<file path="config.mk">
export PLATFORM = sky130hd
export DESIGN_NAME = load_store_unit
export DESIGN_NICKNAME = d
export VERILOG_FILES = /design/src/rtl/load_store_unit.sv
export SDC_FILE = /design/constraint.sdc
export NUM_CORES = 1
export LEC_CHECK = 0
export CORE_MARGIN = 2
export CORE_UTILIZATION = 52
export CTS_CLUSTER_SIZE = 20
export DETAILED_ROUTE_END_ITERATION = 16
export PLACE_DENSITY = 0.87
export SLEW_MARGIN = 25
export SYNTH_ARGS = -nofsm -noshare
export SYNTH_HDL_FRONTEND = slang
export SYNTH_SLANG_ARGS = --single-unit
export TNS_END_PERCENT = 100
</file>
<file path="constraint.sdc">
create_clock -name clock -period 5.3 [get_ports clock]
set_clock_uncertainty 0.15 [all_clocks]
set_input_delay 1.06 -clock clock [delete_from_list [all_inputs] [get_ports clock]]
set_output_delay 1.06 -clock clock [all_outputs]
set_load 0.005 [all_outputs]
</file>
<file path="src/rtl/load_store_unit.sv">
// Load/store unit: turns byte/half/word CPU requests into word-aligned data_memory
// accesses, with lane extraction on loads and read-modify-write for sub-word stores.
module load_store_unit #(
  parameter int unsigned MEM_WORDS = 256
) (
  input  logic        clock,
  input  logic        reset_n,
  input  logic        req,
  input  logic        MemRead,
  input  logic        MemWrite,
  input  logic [1:0]  size,
  input  logic        sign_ext,
  input  logic [31:0] endereco,
  input  logic [31:0] write_data,
  output logic        ready,
  output logic        done,
  output logic [31:0] read_data,
  output logic        erro,
  output logic        mem_read,
  output logic        mem_write,
  output logic [31:0] mem_endereco,
  output logic [31:0] mem_write_data,
  input  logic [31:0] mem_read_data
);

  // state | meaning
  // IDLE  | ready, waiting for req
  // LOAD  | memory read, extract and extend lane
  // ST_RD | sub-word store: read word into merge register
  // ST_WR | memory write
  // RESP  | done pulse, erro valid
  typedef enum logic [2:0] {IDLE, LOAD, ST_RD, ST_WR, RESP} state_t;

  localparam logic [32:0] ADDR_LIMIT = 33'(MEM_WORDS) * 33'd4;

  state_t      state, state_nx;
  logic        rd_q, wr_q, sx_q, err_q;
  logic [1:0]  size_q;
  logic [31:0] addr_q, wdata_q, merge_q, rdata_q;
  logic        req_err;
  logic [7:0]  lane_b;
  logic [15:0] lane_h;
  logic [31:0] load_val, merged;

  always_comb begin
    req_err = (MemRead == MemWrite)
           || (size == 2'b11)
           || (size == 2'b01 && endereco[0])
           || (size == 2'b10 && endereco[1:0] != 2'b00)
           || ({1'b0, endereco} >= ADDR_LIMIT);
  end

  always_comb begin
    state_nx = state;
    unique case (state)
      IDLE: begin
        if (req) begin
          if (req_err)             state_nx = RESP;
          else if (MemRead)        state_nx = LOAD;
          else if (size == 2'b10)  state_nx = ST_WR;
          else                     state_nx = ST_RD;
        end
      end
      LOAD:    state_nx = RESP;
      ST_RD:   state_nx = ST_WR;
      ST_WR:   state_nx = RESP;
      RESP:    state_nx = IDLE;
      default: state_nx = IDLE;
    endcase
  end

  // Little-endian lane selection shared by the load path and the store merge
  always_comb begin
    lane_b = mem_read_data[7:0];
    unique case (addr_q[1:0])
      2'd0: lane_b = mem_read_data[7:0];
      2'd1: lane_b = mem_read_data[15:8];
      2'd2: lane_b = mem_read_data[23:16];
      2'd3: lane_b = mem_read_data[31:24];
      default: lane_b = mem_read_data[7:0];
    endcase
    lane_h = addr_q[1] ? mem_read_data[31:16] : mem_read_data[15:0];
    unique case (size_q)
      2'b00:   load_val = {{24{sx_q & lane_b[7]}}, lane_b};
      2'b01:   load_val = {{16{sx_q & lane_h[15]}}, lane_h};
      default: load_val = mem_read_data;
    endcase
  end

  always_comb begin
    merged = merge_q;
    if (size_q == 2'b00) begin
      unique case (addr_q[1:0])
        2'd0: merged[7:0]   = wdata_q[7:0];
        2'd1: merged[15:8]  = wdata_q[7:0];
        2'd2: merged[23:16] = wdata_q[7:0];
        2'd3: merged[31:24] = wdata_q[7:0];
        default: merged = merge_q;
      endcase
    end else if (addr_q[1]) begin
      merged[31:16] = wdata_q[15:0];
    end else begin
      merged[15:0] = wdata_q[15:0];
    end
  end

  always_ff @(posedge clock or negedge reset_n) begin
    if (!reset_n) begin
      state   <= IDLE;
      rd_q    <= 1'b0;
      wr_q    <= 1'b0;
      sx_q    <= 1'b0;
      err_q   <= 1'b0;
      size_q  <= 2'b00;
      addr_q  <= '0;
      wdata_q <= '0;
      merge_q <= '0;
      rdata_q <= '0;
    end else begin
      state <= state_nx;
      if (state == IDLE && req) begin
        rd_q    <= MemRead;
        wr_q    <= MemWrite;
        sx_q    <= sign_ext;
        size_q  <= size;
        addr_q  <= endereco;
        wdata_q <= write_data;
        err_q   <= req_err;
      end
      if (state == LOAD && rd_q) rdata_q <= load_val;
      if (state == ST_RD)        merge_q <= mem_read_data;
    end
  end

  // Memory strobes depend on state alone so an async reset kills them at once
  always_comb begin
    ready          = (state == IDLE);
    done           = (state == RESP);
    erro           = (state == RESP) && err_q;
    read_data      = rdata_q;
    mem_read       = (state == LOAD) || (state == ST_RD);
    mem_write      = (state == ST_WR);
    mem_endereco   = {addr_q[31:2], 2'b00};
    mem_write_data = '0;
    if (state == ST_WR && wr_q)
      mem_write_data = (size_q == 2'b10) ? wdata_q : merged;
  end

endmodule

</file>
# Word-level counts from Yosys, hierarchy flattened
# Index checks and enable logic that the tools add are counted.
word_totals:
  regBits: 137
  input_bits: 104
  out_inout_bits: 101
  elab_cells: 60
classes:
  order_cmp: 1
  eq_ne: 14
  muxes: 17
  bitwise: 2
  n_reduce_logical: 16
ops:
  columns: ["cell", "n"]
  rows:
  - ["32-bit 2-to-1 mux", 3]
  - ["32-bit one-hot mux with 2 select lines", 1]
  - ["16-bit 2-to-1 mux", 3]
  - ["32-bit by 11-bit greater-or-equal comparator with 1-bit output (second input constant)", 1]
  - ["8-bit 2-to-1 mux", 4]
  - ["8-bit one-hot mux with 4 select lines", 1]
  - ["2-bit == test (second input constant)", 5]
  - ["3-bit one-hot mux with 3 select lines", 1]
  - ["2-bit by 1-bit == test with 1-bit output (second input constant)", 3]
  - ["3-bit by 2-bit == test with 1-bit output (second input constant)", 2]
  - ["1-bit logical AND", 6]
  - ["3-bit 2-to-1 mux", 2]
  - ["1-bit logical OR", 5]
  - ["2-bit logical NOT", 2]
  - ["3-bit by 1-bit == test with 1-bit output (second input constant)", 1]
  - ["3-bit == test (second input constant)", 1]
  - ["3-bit logical NOT", 1]
  - ["1-bit bitwise AND", 2]
  - ["2-bit 2-to-1 mux", 1]
  - ["2-bit != test (second input constant)", 1]
  - ["2-bit nonzero test", 1]
  - ["2-bit OR reduction", 1]
  - ["1-bit == test", 1]
  - ["1-bit 2-to-1 mux", 1]

# Logic depth before layout (Yosys ltp)
logic_depth:
  depth_word: 8
  depth_mapped: 7
  depth_no_buf: 4

# Worst setup path before layout
# Ideal clock, no wire load.
synth_path:
  path_type: "register -> output"
  startpoint: "register size_q[1]"
  endpoint: "output port mem_write_data[0]"
  t_arrival_ns: 1.377
  required_time_ns: 4.090
  slack_ns: 2.713
  stages_incl_launch_ff: 6
  path_buffers: 1
  path_cell_list: "dfrtp_1 nor2b_1 clkbuf_1 nor3_4 mux2i_1 nor2_1"
synth_between:
  elab_chain_len: 4
  elab_cells_between_ends: 5
  cone_classes: "eq/ne: 1; mux: 3; reduce/logical: 1"
synth_lines:
  columns: ["item", "line_no", "text"]
  rows:
  - ["start: declaration", "38", "logic [1:0] size_q;"]
  - ["start signal: assignment", "125", "size_q <= size;"]
  - ["2-bit logical NOT", "92", "if (size_q == 2'b00) begin"]
  - ["32-bit 2-to-1 mux", "92", null]
  - ["32-bit 2-to-1 mux *", "146", "mem_write_data = (size_q == 2'b10) ? wdata_q : merged;"]
  - ["32-bit 2-to-1 mux *", "145", "if (state == ST_WR && wr_q)"]
  - ["end: declaration", "22", "output logic [31:0] mem_write_data,"]
# Mark *: on every way between the ends. The rest lies on a longest branch, timed or not.

# Worst setup path in the final report
layout_path:
  startpoint: "register size_q[0]"
  endpoint: "output port mem_write_data[19]"
# The elaborated chain is that of the path after synthesis.

==> impl_metrics.toml <==
[setup_path]
cp_num_buf_inv = 1
crit_slowest_cell = "dfrtp_1"
path_class = "reg2out"
cp.arrival_ns = 3.19
crit_fanout = 32
worst_setup_path_start_kind = "flop"
end_kind = "output port"
critPathTopFamily = "flip-flops"
cp_cell_sequence = "nand2b_1, nand2_1, mux2i_1, a211oi_1, clkdlybuf4s50_1"
worst_ep_required_time_ns = 4.09
slowest_delay_ns = 0.95

[drt]
dr_total_vias = 5693
route.detailed.drc = 0
wirelength_um = 20300
firstDrtPassIters = 6
drt_iter0_markers = 484
wire_per_inst_um = 21.2
ant_nets = 0
via_per_inst = 5.92

[clock_tree]
root_buffer = "clkbuf_16"
cts_tree = "yes"
clock_sinks = 137
cts_resized = 0
post_cts_buffers = 0
cts_buffers = 17
hold_buffers = 0
clock_latency_ns = 0.41
clk_pin_slew_worst_paths_ns = 0.06
clock_path_buffers = 2
ctsHtreeMaxLevel = 4

[die]
die_x_um = 120
start_util = 0.528
dieHeight_um = 120
coreArea_um2 = 13100
ios = 205
num_rows = 42
die_area_um2 = 14300

[global_routing]
grt_pass1_wl_um = 31600
overflow = 0
grt_max_degree = 97
track_usage = 0.290
antenna_found_initial = 0
first_global_vias = 5815

[min_path]
hold_class = "reg2reg"

[logic_synthesis]
syn_inst = 618
seq_area_frac_synth = 0.494
avgSynthCellArea_um2 = 11.2
ys.flop_type = "dfrtp_1"
synthDistinctLibCells = 52
ys_warn_count = 0
synth_area_um2 = 6940
synth-edff-count = 0
synthArstFlopShare = 1.00
ys_ff_latch = 137

[power]
ir_worst_vdd_mv = 0.188
leakagePower_nw = 3.79
power.density_nw_per_um2 = 315

[final_layout]
antenna_cells = 0
final_common_cell = "clkdlybuf4s50_1"
mostFrequentLayoutCells = "201 x clkdlybuf4s50_1, 137 x dfrtp_1, 67 x mux2_1, 49 x a21oi_1, 42 x o21ai_0"
multi_input_area_um2 = 3020
nets = 877
drive_above_1_share = 0.113
nFillCells = 925
seq_area_um2 = 3430
postLayoutCoreUtil = 0.716
syn2layout_area_growth_pct = 35.4

[sta]
fin_ws_ns = 0.904
setup_violations = 0
hold_viol = 0
max_slew_margin = 0.374
fmax_mhz = 228
rsz0062_at_grt = "no"
fin_hold_ws_ns = 0.333
fin_crit_sh = 0.829
slew_viol_final = 0
worstMarginPinSlew_ns = 0.940
final.setup.tns_ns = 0
fin_crit_ns = 4.40

[run]
timing.max_cap.violations = 0

[place]
place.gp.congestion = 0.926
io_buffers = 202
dpl_worst_slack_ns = 1.46
dp_hpwl_um = 14700

[status]
status = "finished, final reports clean"
==> final cells by class <==
| cell class | count | share of cell area |
|---|---|---|
| Sequential cell | 137 | 0.365 |
| Clock inverter | 6 | 0.0117 |
| Tap cell | 176 | 0.0234 |
| Timing Repair Buffer | 209 | 0.222 |
| Inverter | 5 | 0.00200 |
| Clock buffer | 25 | 0.0548 |
| Multi-Input combinational cell | 403 | 0.321 |
==> metrics by stage <==
| stage | cell area (um2) | instances | total power [mW] |
|---|---|---|---|
| final | 9400 | 961 | 2.96 |
| after global routing | 9400 | 961 | 3.07 |
| after CTS | 9400 | 961 | 2.97 |
| after detailed placement | 8780 | 930 | 1.73 |
| after global placement | 8760 | 929 | 1.71 |
| after floorplan | 6950 | 619 | 1.51 |
==> final timing paths <==
path,cells after the start,from,to,slack [ns]
setup / recovery,5,size_q[0]$_DFFE_PN0P_,mem_write_data[19],0.90
hold / removal,1,wdata_q[21]$_DFFE_PN0P_,wdata_q[21]$_DFFE_PN0P_,0.33
setup reg to reg,4,size_q[0]$_DFFE_PN0P_,read_data[14]$_DFFE_PN0P_,2.71
hold reg to reg,1,wdata_q[21]$_DFFE_PN0P_,wdata_q[21]$_DFFE_PN0P_,0.33
max in group asynchronous,2,reset_n,addr_q[20]$_DFFE_PN0P_,3.34
min in group asynchronous,1,reset_n,wdata_q[4]$_DFFE_PN0P_,0.59
==> worst register-to-register path: cells and delay by family (launching register included) <==
family	cells	cell delay, ns
and+or+nand+nor	2	1.01
DFF	1	0.95
AOI/OAI and AO/OA	2	0.38
==> logic make-up after synthesis <==
logic type             Yosys count  synth area share
AO/OA/AOI/OAI                  165             0.147
flip-flops                     137             0.494
multiplexers                   123             0.199
AND/OR/NAND/NOR                111            0.0861
buffers and inverters           79            0.0714
XOR/XNOR                         2           0.00252
other                            1          0.000540
==> flip-flops by register name (all words and copies together), names as in the netlist <==
signal,cells
addr_q,32
err_q,1
merge_q,32
rd_q,1
read_data,32
size_q,2
state,3
sx_q,1
wdata_q,32
wr_q,1
==> cells in the mapped netlist (11+ instances only) <==
master	instances	area, um2
buf_2	18	90.1
dfrtp_1	137	3430
mux2i_1	20	200
a21oi_1	49	245
mux2_1	67	754
buf_4	37	278
nand2_1	25	93.8
o211ai_1	16	120
clkbuf_1	12	45.0
mux2_2	34	383
o21ai_0	42	210
nand2b_1	16	100
o21ai_1	11	55.1
nor2_1	30	113
==> routing by layer <==
| layer | vias up | wire, um | track usage |
|---|---|---|---|
| met5 | - | 0 | 0 |
| met4 | 0 | 784 | 0.137 |
| met3 | 68 | 1920 | 0.0813 |
| met2 | 348 | 9900 | 0.475 |
| met1 | 2751 | 7730 | 0.356 |
| li1 | 2526 | - | - |
==> where the power goes <==
group / internal, mW / leakage, nW / switching, mW
Combinational: 0.263 / 1.90 / 0.242
Sequential: 1.14 / 1.59 / 0.0847
Clock: 0.812 / 0.302 / 0.419
No activity file was read; power rests on OpenSTA's default activity.
